<file path="config.mk">
export PLATFORM = sky130hd
export DESIGN_NAME = systolic_feeder
export DESIGN_NICKNAME = d
export VERILOG_FILES = /design/src/rtl/systolic_feeder.sv
export SDC_FILE = /design/constraint.sdc
export NUM_CORES = 1
export LEC_CHECK = 0
export CELL_PAD_IN_SITES_DETAIL_PLACEMENT = 0
export CELL_PAD_IN_SITES_GLOBAL_PLACEMENT = 1
export CORE_UTILIZATION = 32
export CTS_BUF_LIST = sky130_fd_sc_hd__clkbuf_16
export DETAILED_ROUTE_END_ITERATION = 8
export PLACE_DENSITY_LB_ADDON = 0.1
export SYNTH_ARGS = -nofsm -noshare
export SYNTH_HDL_FRONTEND = slang
export SYNTH_SLANG_ARGS = --single-unit
</file>
<file path="constraint.sdc">
create_clock -name clk -period 2.1 [get_ports clk]
set_input_delay 0.21 -clock clk [delete_from_list [all_inputs] [get_ports clk]]
set_output_delay 0.21 -clock clk [all_outputs]
set_load 0.01 [all_outputs]
</file>
<file path="src/rtl/systolic_feeder.sv">
// rtl/systolic_feeder.sv - weight loader and skewed activation feeder for a ROWS x COLS MAC array
module systolic_feeder #(
  parameter int ROWS = 4,
  parameter int COLS = 4
) (
  input  logic              clk,
  input  logic              reset,
  input  logic              start,
  input  logic              w_valid,
  output logic              w_ready,
  input  logic [COLS*8-1:0] w_data,
  input  logic              a_valid,
  output logic              a_ready,
  input  logic [ROWS*8-1:0] a_data,
  input  logic              a_last,
  output logic              en_weight,
  output logic [COLS*8-1:0] weight_out,
  output logic [ROWS*8-1:0] west_out,
  output logic              busy,
  output logic              done
);

  typedef enum logic [1:0] {S_IDLE, S_LOAD, S_STREAM, S_FLUSH} state_t;

  localparam int BW        = (ROWS > 1) ? $clog2(ROWS) : 1;
  localparam int FLUSH_LEN = ROWS + COLS - 1;
  localparam int FW        = $clog2(FLUSH_LEN + 1);

  state_t            state_q, state_d;
  logic [BW-1:0]     beat_q, beat_d;
  logic [FW-1:0]     flush_q, flush_d;
  logic              en_weight_q, en_weight_d;
  logic [COLS*8-1:0] weight_q, weight_d;
  logic              done_q, done_d;

  logic w_acc, a_acc, last_beat;

  assign w_acc     = w_valid && (state_q == S_LOAD);
  assign a_acc     = a_valid && (state_q == S_STREAM);
  assign last_beat = (beat_q == BW'(ROWS - 1));

  always_ff @(posedge clk) begin
    if (reset) state_q <= S_IDLE;
    else       state_q <= state_d;
  end

  always_comb begin
    state_d = state_q;
    case (state_q)
      S_IDLE:   if (start) state_d = S_LOAD;
      S_LOAD:   if (w_acc && last_beat) state_d = S_STREAM;
      S_STREAM: if (a_acc && a_last) state_d = S_FLUSH;
      S_FLUSH:  if (flush_q == '0) state_d = S_IDLE;
      default:  state_d = S_IDLE;
    endcase
  end

  // Beat counter only advances on accepted rows, so w_valid gaps stall it.
  always_comb begin
    beat_d  = beat_q;
    flush_d = flush_q;
    if (state_q == S_IDLE) beat_d = '0;
    else if (w_acc) beat_d = last_beat ? '0 : beat_q + 1'b1;
    if (a_acc && a_last) flush_d = FW'(FLUSH_LEN - 1);
    else if (state_q == S_FLUSH && flush_q != '0) flush_d = flush_q - 1'b1;
  end

  always_comb begin
    w_ready     = (state_q == S_LOAD);
    a_ready     = (state_q == S_STREAM);
    busy        = (state_q != S_IDLE);
    en_weight_d = w_acc;
    weight_d    = w_acc ? w_data : '0;
    done_d      = (state_q == S_FLUSH) && (flush_q == '0);
  end

  always_ff @(posedge clk) begin
    if (reset) begin
      beat_q      <= '0;
      flush_q     <= '0;
      en_weight_q <= 1'b0;
      weight_q    <= '0;
      done_q      <= 1'b0;
    end else begin
      beat_q      <= beat_d;
      flush_q     <= flush_d;
      en_weight_q <= en_weight_d;
      weight_q    <= weight_d;
      done_q      <= done_d;
    end
  end

  assign en_weight  = en_weight_q;
  assign weight_out = weight_q;
  assign done       = done_q;

  // Row r delays its pixel through r+1 stages to form the diagonal wavefront.
  for (genvar r = 0; r < ROWS; r++) begin : g_row
    logic [7:0] line_q [r+1];
    logic [7:0] line_d [r+1];

    always_comb begin
      line_d[0] = a_acc ? a_data[8*r +: 8] : 8'h00;
      for (int i = 1; i <= r; i++) line_d[i] = line_q[i-1];
      if (state_q == S_IDLE) begin
        for (int i = 0; i <= r; i++) line_d[i] = 8'h00;
      end
    end

    always_ff @(posedge clk) begin
      for (int i = 0; i <= r; i++) begin
        if (reset) line_q[i] <= 8'h00;
        else       line_q[i] <= line_d[i];
      end
    end

    assign west_out[8*r +: 8] = line_q[r];
  end

endmodule

</file>
==> flow_summary_export.csv, run 1 <==
group,metric,value,unit
status,status,"complete, no violations",
logic_synthesis,yosys-top-cells-area,"dfxtp_1 70%, and2_1 20%, ha_1 2.5%",
clocking,hold_buffers,0,
sta,layout_min_cycle_time,1.962,ns
sta,setup_viol,0,
clocking,cts_tree,"yes",
route,drt_pass1_iterations,3,
sta,min_period_over_period,0.9342,
route,drc,0,
logic_synthesis,synth_fp_nets,363,
floorplanning,num_rows,37,
logic_synthesis,synth-xor-area-share,0.002519,
global_route,grt_start_max_net_pins,49,
cells_and_area,fillCellCount,925,
global_route,antenna_found_initial,0,
route,drt_iter0_markers,59,
route,num_vias,2284,
pwr,ir_drop,0.0005371,V
sta,tns,0,ns
cells_and_area,n_antenna_cell,0,
logic_synthesis,syn-instance-count,286,
logic_synthesis,synth_edf_count,0,
logic_synthesis,synth.most_common_cell,"dfxtp_1",
placed_design,place_hpwl,4.705,mm
job,maxCapViolCount,0,
logic_synthesis,synth_top_family_by_area,"simple AND/OR/NAND/NOR gates",
clocking,cts.repair.resized,0,
sta,slew_headroom,0.6621,
pwr,power_density,1091,nW/um^2
cells_and_area,final_area,5634,sq um
sta,worst_slew_pin_slew,0.5068,ns
logic_synthesis,synth-main-ff-cell,"dfxtp_1",
cells_and_area,nets,511,
logic_synthesis,synth_compound_area_frac,0.01295,
logic_synthesis,synth.top_cell.area_share,0.6967,
clocking,h-tree-depth,4,
route,wl_per_cell,11.74,um
floorplanning,ios,139,
cells_and_area,seqCellArea,2422,sq um
route,drtAntennaViolNets,0,
route,routed_wl,6.843,mm
logic_synthesis,netlist_area,3477,sq um
cells_and_area,area_growth,62.04,%
pwr,leakagePower,2.270,nW
clocking,cts_buffers,17,
logic_synthesis,synth-simple-area-share,0.2260,
floorplanning,dieArea,11290,sq um
worst_setup_path,path_class,"reg -> out",
logic_synthesis,synthMuxAreaShare,0.01511,
logic_synthesis,ys_top_cells_by_count,"121 x dfxtp_1, 112 x and2_1, 7 x ha_1, 6 x clkbuf_1, 6 x inv_1",
global_route,grt_pass1_vias,2257,
min_path,min_path_type,"in -> reg",
floorplanning,start_util,0.3338,
logic_synthesis,synth.distinct_cells,24,
clocking,clock_sinks,121,
logic_synthesis,synth_fa_ha_area_frac,0.02519,
global_route,overflow,0,
placed_design,place_congestion,0.6965,
logic_synthesis,ys_seq_elements,121,
sta,hold_viol,0,
worst_setup_path,crit_arrival,1.75,ns
clocking,cts-root-buf,"clkbuf_16",
clocking,post_cts_buffers,0,
logic_synthesis,synth_largest_area_cell,"dfxtp_1",
logic_synthesis,yosys_warnings,0,
sta,finalMaxSlewViolations,0,
cells_and_area,drive_gt1_frac,0.08949,
global_route,grtUsageTotal,0.1273,
cells_and_area,post-route-util,0.5409,
logic_synthesis,ys_seq_area_frac,0.6967,
global_route,grt_pass1_wl,10.65,mm
sta,fin_worst_skew,0.01028,ns
sta,rsz0062_at_grt,"no",
worst_setup_path,cp-end-kind,"output port",
cells_and_area,multi_input_area,987.2,sq um
placed_design,place_area,5006,sq um
logic_synthesis,async_flop_share,0,
clocking,clock_latency,0.40,ns
floorplanning,die_w,106.2,um
floorplanning,die_h,106.2,um
route,vias_per_cell,3.918,
floorplanning,coreArea,10420,sq um
logic_synthesis,syn_area_per_cell,12.16,sq um
clocking,path_clk_slew,0.06,ns
sta,max_freq,509.7,MHz
worst_setup_path,path_max_fanout,6,
worst_setup_path,crit_required,1.89,ns
placed_design,io_buffers,138,
clocking,clk_path_buf_depth,2,
worst_setup_path,start_kind,"flip-flop",
-- logic make-up after synthesis --
family | after synthesis
buffers and inverters | 18
adder cells (fa/ha/maj) | 7
AND/OR/NAND/NOR | 128
flip-flops | 121
multiplexers | 5
AO/OA/AOI/OAI | 6
XOR/XNOR | 1
-- worst paths after layout --
path | startpoint | endpoint | slack [ns] | cells after the start
worst min-delay path | w_data[2] | weight_out[2] | 0.37 | 2
worst max register to register | state_q[0] | g_row[0].line_q[0][3] | 0.43 | 5
worst min register to register | g_row[3].line_q[0][2] | g_row[3].line_q[1][2] | 0.42 | 1
worst max-delay path | state_q[0] | busy | 0.14 | 4
-- metal layers --
| metal | track usage | wire length (um) | vias to the layer above |
|---|---|---|---|
| li1 | - | - | 1181 |
| met1 | 0.1315 | 2766 | 1037 |
| met2 | 0.2259 | 3672 | 60 |
| met3 | 0.05028 | 321 | 6 |
| met4 | 0.05655 | 82 | 0 |
| met5 | 0 | 0 | - |
-- metrics by stage --
stage	std cells	setup WS, ns	hold WS [ns]	total power, mW
final	583	0.1381	0.3678	6.147
after global routing	583	0.02223	0.3507	6.412
after CTS	583	0.1057	0.3490	6.240
after detailed placement	551	0.4047	0.4105	3.165
after global placement	551	0.4861	0.4076	3.158
after floorplan	286	0.6039	0.3317	2.784
-- power by group --
part / internal, mW / leakage, nW / switching (mW)
clock network: 1.92 / 0.303 / 1.13
logic: 0.374 / 0.991 / 0.314
registers: 2.38 / 0.976 / 0.0311
-- critical path, cell delays in order, from the launching register on --
cell	delay [ns]
dfxtp_1	0.35
inv_1	0.09
ha_1	0.30
inv_1	0.08
clkdlybuf4s50_1	0.53
-- cells in the final DEF (no fill, tap or decap), drive strengths merged --
cell type,synthesis,final
a2111o,1,1
nand2,3,3
nor3,2,2
xnor2,1,1
a21boi,1,1
dfxtp,121,121
clkbuf,10,17
and3b,1,1
mux2,2,2
nand3,1,1
buf,2,3
and2,112,112
clkinvlp,0,2
a211oi,1,1
mux2i,3,3
a2111oi,1,1
nand2b,2,2
ha,7,7
clkinv,0,1
a21oi,2,2
bufinv,0,3
inv,6,15
nor2,4,4
nor2b,2,2
and3,1,1
clkdlybuf4s50,0,138
-- layout make-up --
class / count / area share
tap: 136 / 0.03020
clock buffer: 17 / 0.07551
inverter: 6 / 0.003997
sequential: 121 / 0.4299
multi-input combinational: 147 / 0.1752
clock inverter: 15 / 0.03598
timing repair buffer: 141 / 0.2492
-- registers in the layout (all words and copies together) (netlist names) --
name / cells
beat_q: 2
done: 1
en_weight: 1
flush_q: 3
g_row.line_q: 80
state_q: 2
weight_out: 32
Note: power is estimated with default switching activity, not from simulation.
==> inputs of run 2 (changes only) <==
Settings changed: CORE_ASPECT_RATIO set to 0.8, SETUP_SLACK_MARGIN set to 0.05.
Clock period 2.1 ns to 1.9 ns, I/O delays scaled along.
==> run 2 against run 1 <==
Global-route usage is 0.13 points lower. First-iteration DRC count is 85% higher. Die area hardly changed. Largest cell class unchanged. Highest routed layer unchanged.
==> flow_summary_export.csv, run 2 (same netlist as run 1, synthesis figures left out) <==
group,metric,value,unit
sta,rsz0062_at_grt,"yes",
global_route,grt_pass1_wl,10.37,mm
worst_setup_path,path_delay_family,"buffers and inverters",
clocking,cts_tree,"yes",
cells_and_area,drive_gt1_frac,0.09865,
route,drc,0,
worst_setup_path,cp_slowest_stage_delay,0.55,ns
route,drt_pass1_iterations,4,
sta,slew_headroom,0.6900,
global_route,overflow,0,
global_route,use_met3,0.06639,
worst_setup_path,cp_slowest_cell,"clkdlybuf4s50_1",
cells_and_area,area_growth,62.32,%
sta,min_period_over_period,0.9353,
clocking,clk_path_buf_depth,2,
worst_setup_path,start_kind,"flip-flop",
cells_and_area,fillCellCount,956,
pwr,ir_drop,0.0006329,V
global_route,grtUsageTotal,0.1259,
route,vias_per_cell,3.949,
floorplanning,die_h,95.24,um
placed_design,place_hpwl,4.608,mm
floorplanning,ios,139,
placed_design,io_buffers,138,
clocking,h-tree-depth,4,
route,drt_iter0_markers,109,
cells_and_area,n_antenna_cell,0,
job,maxCapViolCount,0,
sta,finalMaxSlewViolations,0,
route,drtAntennaViolNets,0,
pwr,leakagePower,2.280,nW
floorplanning,dieArea,11290,sq um
worst_setup_path,path_max_fanout,4,
sta,hold_viol,0,
clocking,cts_buffers,17,
sta,max_freq,562.7,MHz
global_route,grtUsageMet2,0.1896,
global_route,grt_start_max_net_pins,49,
worst_setup_path,cp-end-kind,"output port",
route,num_vias,2314,
sta,worst_slew_pin_slew,0.4650,ns
cells_and_area,mostFrequentLayoutCell,"clkdlybuf4s50_1",
global_route,grt_pass1_vias,2145,
clocking,path_clk_slew,0.06,ns
global_route,met1_usage,0.1396,
clocking,post_cts_buffers,0,
pwr,power_density,1197,nW/um^2
worst_setup_path,path_buf_inv,2,
floorplanning,die_w,118.5,um
worst_setup_path,crit_required,1.71,ns
status,status,"complete, no violations",
worst_setup_path,crit_chain,"inv_1, ha_2, clkdlybuf4s50_1",
min_path,min_path_type,"in -> reg",
sta,tns,0,ns
sta,setup_viol,0,
cells_and_area,nets,511,
pwr,p_total,6.754,mW
clocking,cts-root-buf,"clkbuf_16",
placed_design,place_congestion,0.7404,
worst_setup_path,path_class,"reg -> out",
sta,layout_min_cycle_time,1.777,ns
sta,fin_worst_skew,0.006463,ns
floorplanning,coreArea,10410,sq um
cells_and_area,layout_common_cells,"136 x clkdlybuf4s50_1, 119 x dfxtp_1, 112 x and2_1, 17 x clkbuf_16, 6 x inv_1",
route,wl_per_cell,11.50,um
clocking,clock_latency,0.40,ns
cells_and_area,largest-register,"g_row.line_q",
global_route,antenna_found_initial,0,
floorplanning,num_rows,33,
worst_setup_path,crit_arrival,1.59,ns
clocking,clock_sinks,121,
cells_and_area,largest_register_ffs,80,
floorplanning,start_util,0.3342,
route,routed_wl,6.738,mm
global_route,busiest_layer,"met2",
==> run 2: changes by cell type in the layout (fill, tap and decap cells not counted), moves of 3 or more <==
cell	change
inv_8	-4
ha_1	-3
ha_2	+3
inv_6	-3
==> run 2: path summary, 6_finish.rpt <==
check	from	endpoint	slack, ns	depth (start not counted)
setup / recovery	state_q[1]	w_ready	0.12	3
hold / removal	w_data[16]	weight_out[16]	0.35	2
setup reg to reg	flush_q[0]	flush_q[2]	0.31	6
hold reg to reg	g_row[3].line_q[0][1]	g_row[3].line_q[1][1]	0.42	1
==> run 2: through the flow <==
step,area (sq um),util,hold WS (ns),setup slack [ns],instances
6_report,5644,0.5424,0.3462,0.1229,586
5_1_grt,5644,0.5424,0.3232,0.04482,586
4_1_cts,5637,0.5417,0.3279,0.05430,586
3_5_place_dp,5011,0.4816,0.4097,0.2055,555
3_3_place_gp,5011,0.4816,0.4080,0.2978,555
2_1_floorplan,3477,-,0.3117,0.4039,286
==> run 2: what timing repair did <==
| item | 4_1_cts | 5_1_grt |
|---|---|---|
| endpoints found under the setup margin | 2 | 2 |
| gates resized for setup | 4 | 3 |
| hold endpoints to repair | 0 | 0 |
| cloned | 0 | 0 |
| hold buffers | 0 | 0 |
==> run 2: layout make-up <==
type                            count  area, sq um  area share
Sequential cell                   121         2425      0.4296
Timing Repair Buffer              141         1405      0.2489
Multi-Input combinational cell    147        994.7      0.1762
Clock buffer                       17        425.4     0.07537
Clock inverter                     14        196.4     0.03480
Tap cell                          140        175.2     0.03104
Inverter                            6        22.52    0.003990
==> run 2: where the power goes <==
part | total [mW] | switching (mW) | internal [mW]
Combinational | 0.755 | 0.344 | 0.411
Clock | 3.32 | 1.13 | 2.19
Sequential | 2.68 | 0.0406 | 2.64
==> run 2: routing by layer <==
layer  up-vias  share of wire
met4         0          0.021
li1       1176              -
met1      1049           0.42
met2        76           0.48
met5         -              0
met3        13          0.077
